**src/rtl/ex_div_if.sv**
```systemverilog
// rtl/ex_div_if.sv - EX stage to divider request/result bundle
interface ex_div_if;
  logic        signed_div_i;
  logic [31:0] opdata1_i;
  logic [31:0] opdata2_i;
  logic        start_i;
  logic        annul_i;
  logic [63:0] result_o;
  logic        ready_o;

  // EX stage side: issues the request, consumes the result
  modport master (
    output signed_div_i, opdata1_i, opdata2_i, start_i, annul_i,
    input  result_o, ready_o
  );

  // Divider side
  modport slave (
    input  signed_div_i, opdata1_i, opdata2_i, start_i, annul_i,
    output result_o, ready_o
  );
endinterface

```
**src/rtl/ex_div.sv**
```systemverilog
// rtl/ex_div.sv - 32-bit iterative restoring divider (DIV/DIVU) for the EX stage
module ex_div (
  input  logic     clk,
  input  logic     rst,
  ex_div_if.slave  div
);

  typedef enum logic [1:0] {FREE, BYZERO, ON, END} state_t;

  state_t      state_q;
  logic [5:0]  cnt_q;
  logic [64:0] work_q;
  logic [31:0] divisor_q;
  logic        signed_q;
  logic        neg1_q;
  logic        neg2_q;
  logic [63:0] result_q;
  logic        ready_q;

  logic [31:0] abs1_d;
  logic [31:0] abs2_d;
  logic [32:0] trial_d;
  logic [64:0] work_step_d;
  logic [31:0] quo_raw;
  logic [31:0] rem_raw;
  logic [31:0] quo_fix_d;
  logic [31:0] rem_fix_d;

  // Operand magnitudes, one restoring step, and final sign correction
  always_comb begin
    abs1_d = (div.signed_div_i && div.opdata1_i[31]) ? (~div.opdata1_i + 32'd1) : div.opdata1_i;
    abs2_d = (div.signed_div_i && div.opdata2_i[31]) ? (~div.opdata2_i + 32'd1) : div.opdata2_i;

    // Borrow out of the 33-bit trial means the divisor did not fit
    trial_d = {1'b0, work_q[63:32]} - {1'b0, divisor_q};
    if (trial_d[32]) begin
      work_step_d = {work_q[63:0], 1'b0};
    end else begin
      work_step_d = {trial_d[31:0], work_q[31:0], 1'b1};
    end

    // After 32 steps the quotient sits in the low word, remainder above bit 32
    quo_raw   = work_q[31:0];
    rem_raw   = work_q[64:33];
    quo_fix_d = (signed_q && (neg1_q ^ neg2_q)) ? (~quo_raw + 32'd1) : quo_raw;
    rem_fix_d = (signed_q && neg1_q) ? (~rem_raw + 32'd1) : rem_raw;
  end

  // Divider FSM with iteration datapath and registered result/ready
  always_ff @(posedge clk or posedge rst) begin
    if (rst) begin
      state_q   <= FREE;
      cnt_q     <= 6'd0;
      work_q    <= 65'd0;
      divisor_q <= 32'd0;
      signed_q  <= 1'b0;
      neg1_q    <= 1'b0;
      neg2_q    <= 1'b0;
      result_q  <= 64'd0;
      ready_q   <= 1'b0;
    end else begin
      case (state_q)
        FREE: begin
          result_q <= 64'd0;
          ready_q  <= 1'b0;
          if (div.start_i && !div.annul_i) begin
            if (div.opdata2_i == 32'd0) begin
              state_q <= BYZERO;
            end else begin
              state_q   <= ON;
              cnt_q     <= 6'd0;
              work_q    <= {32'd0, abs1_d, 1'b0};
              divisor_q <= abs2_d;
              signed_q  <= div.signed_div_i;
              neg1_q    <= div.opdata1_i[31];
              neg2_q    <= div.opdata2_i[31];
            end
          end
        end
        BYZERO: begin
          result_q <= 64'd0;
          if (div.annul_i) begin
            state_q <= FREE;
            ready_q <= 1'b0;
          end else begin
            state_q <= END;
            ready_q <= 1'b1;
          end
        end
        ON: begin
          if (div.annul_i) begin
            state_q  <= FREE;
            result_q <= 64'd0;
            ready_q  <= 1'b0;
          end else if (cnt_q != 6'd32) begin
            work_q <= work_step_d;
            cnt_q  <= cnt_q + 6'd1;
          end else begin
            result_q <= {rem_fix_d, quo_fix_d};
            ready_q  <= 1'b1;
            state_q  <= END;
          end
        end
        END: begin
          // Hold the result until EX releases its request; flushes are ignored here
          if (!div.start_i) begin
            state_q  <= FREE;
            result_q <= 64'd0;
            ready_q  <= 1'b0;
          end
        end
        default: state_q <= FREE;
      endcase
    end
  end

  assign div.result_o = result_q;
  assign div.ready_o  = ready_q;

endmodule
```
**src/flat_wrapper.sv**
```systemverilog
// flat-port wrapper written by rule: the top's interface ports become plain ports
module ex_div_flat 
  (clk, rst, div_signed_div_i, div_opdata1_i, div_opdata2_i, div_start_i, div_annul_i, div_result_o, div_ready_o);
  ex_div_if div_i ();
  input  logic clk;
  input  logic rst;
  input wire logic [$bits(div_i.signed_div_i)-1:0] div_signed_div_i;
  input wire logic [$bits(div_i.opdata1_i)-1:0] div_opdata1_i;
  input wire logic [$bits(div_i.opdata2_i)-1:0] div_opdata2_i;
  input wire logic [$bits(div_i.start_i)-1:0] div_start_i;
  input wire logic [$bits(div_i.annul_i)-1:0] div_annul_i;
  output wire logic [$bits(div_i.result_o)-1:0] div_result_o;
  output wire logic [$bits(div_i.ready_o)-1:0] div_ready_o;
  assign div_i.signed_div_i = div_signed_div_i;
  assign div_i.opdata1_i = div_opdata1_i;
  assign div_i.opdata2_i = div_opdata2_i;
  assign div_i.start_i = div_start_i;
  assign div_i.annul_i = div_annul_i;
  assign div_result_o = div_i.result_o;
  assign div_ready_o = div_i.ready_o;
  ex_div u_core (.clk(clk), .rst(rst), .div(div_i));
endmodule
```
**config.mk**
```make
export PLATFORM = sky130hd
export DESIGN_NAME = ex_div_flat
export DESIGN_NICKNAME = d
export VERILOG_FILES = /design/src/rtl/ex_div_if.sv /design/src/rtl/ex_div.sv /design/src/flat_wrapper.sv
export SDC_FILE = /design/constraint.sdc
export NUM_CORES = 1
export LEC_CHECK = 0
export ABC_AREA = 1
export CAP_MARGIN = 30
export CORE_AREA = 10 10 161 163
export DETAILED_ROUTE_END_ITERATION = 8
export DIE_AREA = 0 0 171 173
export PLACE_DENSITY_LB_ADDON = 0.15
export SYNTH_ARGS = -nofsm -noshare
export SYNTH_HDL_FRONTEND = slang
export SYNTH_SLANG_ARGS = --single-unit
```
**constraint.sdc**
```tcl
create_clock -name clk -period 9.05 [get_ports clk]
set_input_delay 0.905 -clock clk [delete_from_list [all_inputs] [get_ports clk]]
set_output_delay 0.905 -clock clk [all_outputs]
set_load 0.02 [all_outputs]
```
* Yosys cells after proc, flatten, opt, wreduce, memory -nomap -nowiden *
Cells that the tools add are included.

word-level totals
  register bits = 173
  input bits = 69
  output and inout port bits = 65
  word-level logic and storage cells = 76

cells by class
  add/sub/neg operators = 6
  equality and inequality tests = 10
  muxes and demuxes = 31
  bitwise logic cells = 6
  reductions and logical operators = 14

operator list
  kind                   number
  $mux 65                5
  $mux 64                3
  $pmux 64 s3            1
  $pmux 65 s2            1
  $add 32x1->32 const B  4
  $mux 32                4
  $not 32->32            4
  $sub 32x32->33         1
  $logic_not 32->1       1
  $mux 6                 4
  $mux 2                 6
  $pmux 6 s2             1
  $pmux 2 s4             1
  $add 6x1->6 const B    1
  $ne 2x2->1 const B     3
  $ne 6x6->1 const B     1
  $reduce_and 3->1       2
  $logic_and 1x1->1      5
  $reduce_and 5->1       1
  $eq 2x2->1 const B     2
  $mux 1                 4
  $ne 2x1->1 const B     2
  $pmux 1 s4             1
  $ne 3x3->1 const B     1
  other kinds (8)        8

* Longest topological paths before layout *
  depth after elaboration = 6
  gate-level depth with buffers = 17
  gate-level depth less buffers = 16

* Worst setup path after synthesis *
OpenSTA, ideal clock, no wires.

  path kind = input to register
  start point = input port div_opdata2_i[0]
  end point = register u_core.work_q[22]
  library setup time = 128 ps
  arrival time = 2195 ps
  data required time = 8922 ps
  slack = 6727 ps
  stages = 12
  path buffers = 1
  cell sequence = inv_1 -> ha_1 -> nand3_1 -> nor2_1 -> nand2_1 -> nor2_2 -> nand2_1 -> nand3_4 -> nor2_4 -> buf_2 -> a21oi_1 -> o21ai_0

between the ends
  longest elaborated chain between the ends = 3

RTL lines
  element                     RTL line           RTL
  start, declared             flat_wrapper.sv:9  input wire logic [$bits(div_i.opdata2_i)-1:0] div_opdata2_i;
  $logic_not 32->1            ex_div.sv:67       if (div.opdata2_i == 32'd0) begin
  $ne 2x2->1 (no line)        n/a
  $reduce_and 5->1 (no line)  n/a
  end signal, assigned        ex_div.sv:72       work_q <= {32'd0, abs1_d, 1'b0};
  end signal, assigned        ex_div.sv:96       work_q <= work_step_d;
  end, declared               ex_div.sv:12       logic [64:0] work_q;

No other way between the ends.
A chain may end at the register's enable or synchronous reset.

* Worst setup path after layout *
  start point = input port div_opdata2_i[0]
  end point = register u_core.work_q[57]

Same word-level chain as after synthesis.

==> impl_metrics.json <==
{
  "maxCapViolCount": 0,
  "area_growth_syn_to_layout_pct": 15.4,
  "worstMarginPinSlew_ps": 921,
  "required_ps": 9430,
  "peakVddDrop_v": 0.000139,
  "synthArstFlopShare": 1.00,
  "synth-edff-count": 0,
  "synth_most_common_cell": "nand2_1",
  "dp.final_hpwl_um": 32300,
  "cp.arrival_ps": 4170,
  "gp_congestion": 0.989,
  "dp.cells": 2498,
  "syn_area_mm2": 0.0134,
  "synth_top_area_share": 0.323,
  "clock_sinks": 173,
  "ys.flop_type": "dfrtp_1",
  "synth_area_leaders": "dfrtp_1 32%, nand2_1 21%, inv_1 8.5%",
  "max-slew-margin-rel": 0.386,
  "vias_per_cell": 5.57,
  "die_h_um": 173,
  "htreeDepth": 4,
  "rsz0062_at_grt": "no",
  "fin_util": 0.685,
  "ys_seq_area_frac": 0.323,
  "cts.repair.resized": 0,
  "drtPass1Iterations": 6,
  "cts_buffers": 17,
  "cp_cell_sequence": "clkdlybuf4s50_1 -> inv_1 -> ha_1 -> nand3_1 -> nor2_1 -> nand2_1 -> nor2_2 -> nand2_1 -> nand3_4 -> nor2_4 -> buf_4 -> nand2_1 -> nand2_1 -> nand2_1 -> nand2_1",
  "synth_top_cell_by_area": "dfrtp_1",
  "cp_max_fo": 62,
  "fp.coreArea_mm2": 0.0226,
  "tritoncts": "yes",
  "critPathLaunchType": "input pin",
  "post-route-min-period_ps": 3790,
  "routedWlPerCell_um": 16.4,
  "fin_skew_ps": 14.1,
  "avgSynthCellArea_um2": 6.29,
  "portBuffers": 133,
  "outcome": "complete, no violations",
  "final.setup.tns_ps": 0,
  "final-hold-violation-count": 0,
  "postRouteAntennaNets": 0,
  "crit_buf_inv": 3,
  "cts_buffer_depth": 2,
  "finalWirelength_um": 41400,
  "ys_warn_count": 0,
  "syn_inst": 2130,
  "initialDrtViolationCount": 1536,
  "timing.fmax_ghz": 0.264,
  "critPathTopFamily": "simple AND/OR/NAND/NOR gates",
  "hold_path_class": "reg2reg",
  "grt_pass1_wl_um": 66900,
  "nets": 2345,
  "whs_ps": 481,
  "grt_use_total": 0.277,
  "power.density_mw_per_mm2": 242,
  "pin_count": 134,
  "grt_overflow": 0,
  "synth.distinct_cells": 44,
  "grt_pass1_vias": 12800,
  "start_util": 0.593,
  "cp_slowest_cell": "nand3_4",
  "n_antenna_cell": 0,
  "cts_setup_buffers": 0,
  "antenna_found_initial": 0,
  "cpPeakStageDelay_ps": 570,
  "layout-drive-gt1-share": 0.0298,
  "path_common_cell": "nand2_1",
  "ys_ff_latch": 173,
  "finalMaxSlewViolations": 0,
  "syn_nets": 2243,
  "rows": 55,
  "die_area_mm2": 0.0296,
  "clock-root-buffer": "clkbuf_16",
  "fillCellCount": 2084,
  "insertion_delay_ps": 450,
  "grt_max_degree": 101,
  "die_w_um": 171,
  "leakage_nw": 8.21,
  "ctsHoldBuffers": 0,
  "drc": 0,
  "clk_pin_slew_ps": 70,
  "fin_crit_sh": 0.418,
  "crit_type": "in2reg",
  "via_count": 14100,
  "design_power_total_mw": 3.73,
  "setup_viol": 0,
  "end_kind": "register",
  "fin_cells": 2530,
  "synthTopCellsByCount": "753 x nand2_1, 305 x inv_1, 200 x nand3_1, 197 x nor2_1, 173 x dfrtp_1"
}
==> cell type report <==
| cell class | instances | area (µm²) | area share |
|---|---|---|---|
| inverter | 315 | 1190 | 0.0770 |
| tap | 285 | 357 | 0.0231 |
| clock buffer | 17 | 425 | 0.0275 |
| multi-input combinational | 1587 | 7610 | 0.493 |
| timing repair buffer | 138 | 1370 | 0.0886 |
| clock inverter | 15 | 170 | 0.0110 |
| sequential | 173 | 4330 | 0.280 |
==> sequential cells by signal, summed over array words and instances, names as in the netlist <==
name / flops
u_core.signed_q: 1
u_core.neg1_q: 1
u_core.cnt_q: 6
u_core.state_q: 2
u_core.work_q: 65
u_core.div.result_o: 64
u_core.neg2_q: 1
u_core.divisor_q: 32
u_core.div.ready_o: 1
==> path summary, 6_finish.rpt <==
check	startpoint	endpoint	slack, ps	cells past startpoint
max	div_opdata2_i[0]	u_core.work_q[57]	5260	15
min	u_core.div.result_o[45]	u_core.div.result_o[45]	480	2
max reg2reg	u_core.state_q[0]	u_core.work_q[57]	5640	11
min reg2reg	u_core.div.result_o[45]	u_core.div.result_o[45]	480	2
max in group asynchronous	rst	u_core.divisor_q[22]	6540	3
min in group asynchronous	rst	u_core.div.result_o[16]	1020	2
==> per-layer routing <==
metal  vias up  routed length [µm]  global-route usage
met5         -                   0                   0
met4         0                 479              0.0569
met3        34                3880              0.0465
met2       636               18000               0.413
met1      6484               19000               0.409
li1       6936                   -                   -
==> cells by family after synthesis <==
family,after synthesis,synth area share
DFF,173,0.323
and+or+nand+nor,1236,0.381
adders and majority gates,44,0.0417
buffers and inverters,370,0.109
AOI/OAI and AO/OA,235,0.0980
xor gates and xnor gates,72,0.0471
==> through the flow <==
stage / setup slack (ps) / area (µm²)
CTS: 5340 / 15500
global placement: 5050 / 14900
floorplan: 3460 / 13400
global route: 5010 / 15500
detailed placement: 4940 / 14900
finish: 5260 / 15500
==> layout by cell type (no fill, tap or decap), types with 4 or more instances in the layout <==
master and count:
clkbuf_16 17, ha_1 43, inv_1 304, o21ai_1 10, nand2_1 753, o31ai_1 8, nand3b_1 5, nor2_1 196
nand4_1 27, clkdlybuf4s50_1 133, o211ai_1 21, a21oi_1 52, nand3_1 200, nor2_2 8, xor2_1 53, dfrtp_1 173
inv_2 5, o21ai_0 127, xnor2_1 19, nand2_2 4, o21bai_1 5, nor3_1 28, clkinv_1 4, buf_4 5
inv_8 5
==> worst reg2reg max path: stages, from the launching register on <==
cell and delay, ps:
dfrtp_1 380, inv_1 140, ha_1 550, inv_4 140, nand2_1 140, nand3_4 570, nor2_4 240, buf_4 560
nand2_1 310, nand2_1 180, nand2_1 80, nand2_1 60
==> power by group <==
part	internal, mW	total (mW)	leakage (nW)	switching [mW]
sequential	0.964	1.14	2.31	0.180
clock	0.373	0.754	0.281	0.381
combinational	0.580	1.83	5.62	1.25
total	1.92	3.73	8.21	1.81
Note: power is estimated with default switching activity, not from simulation.
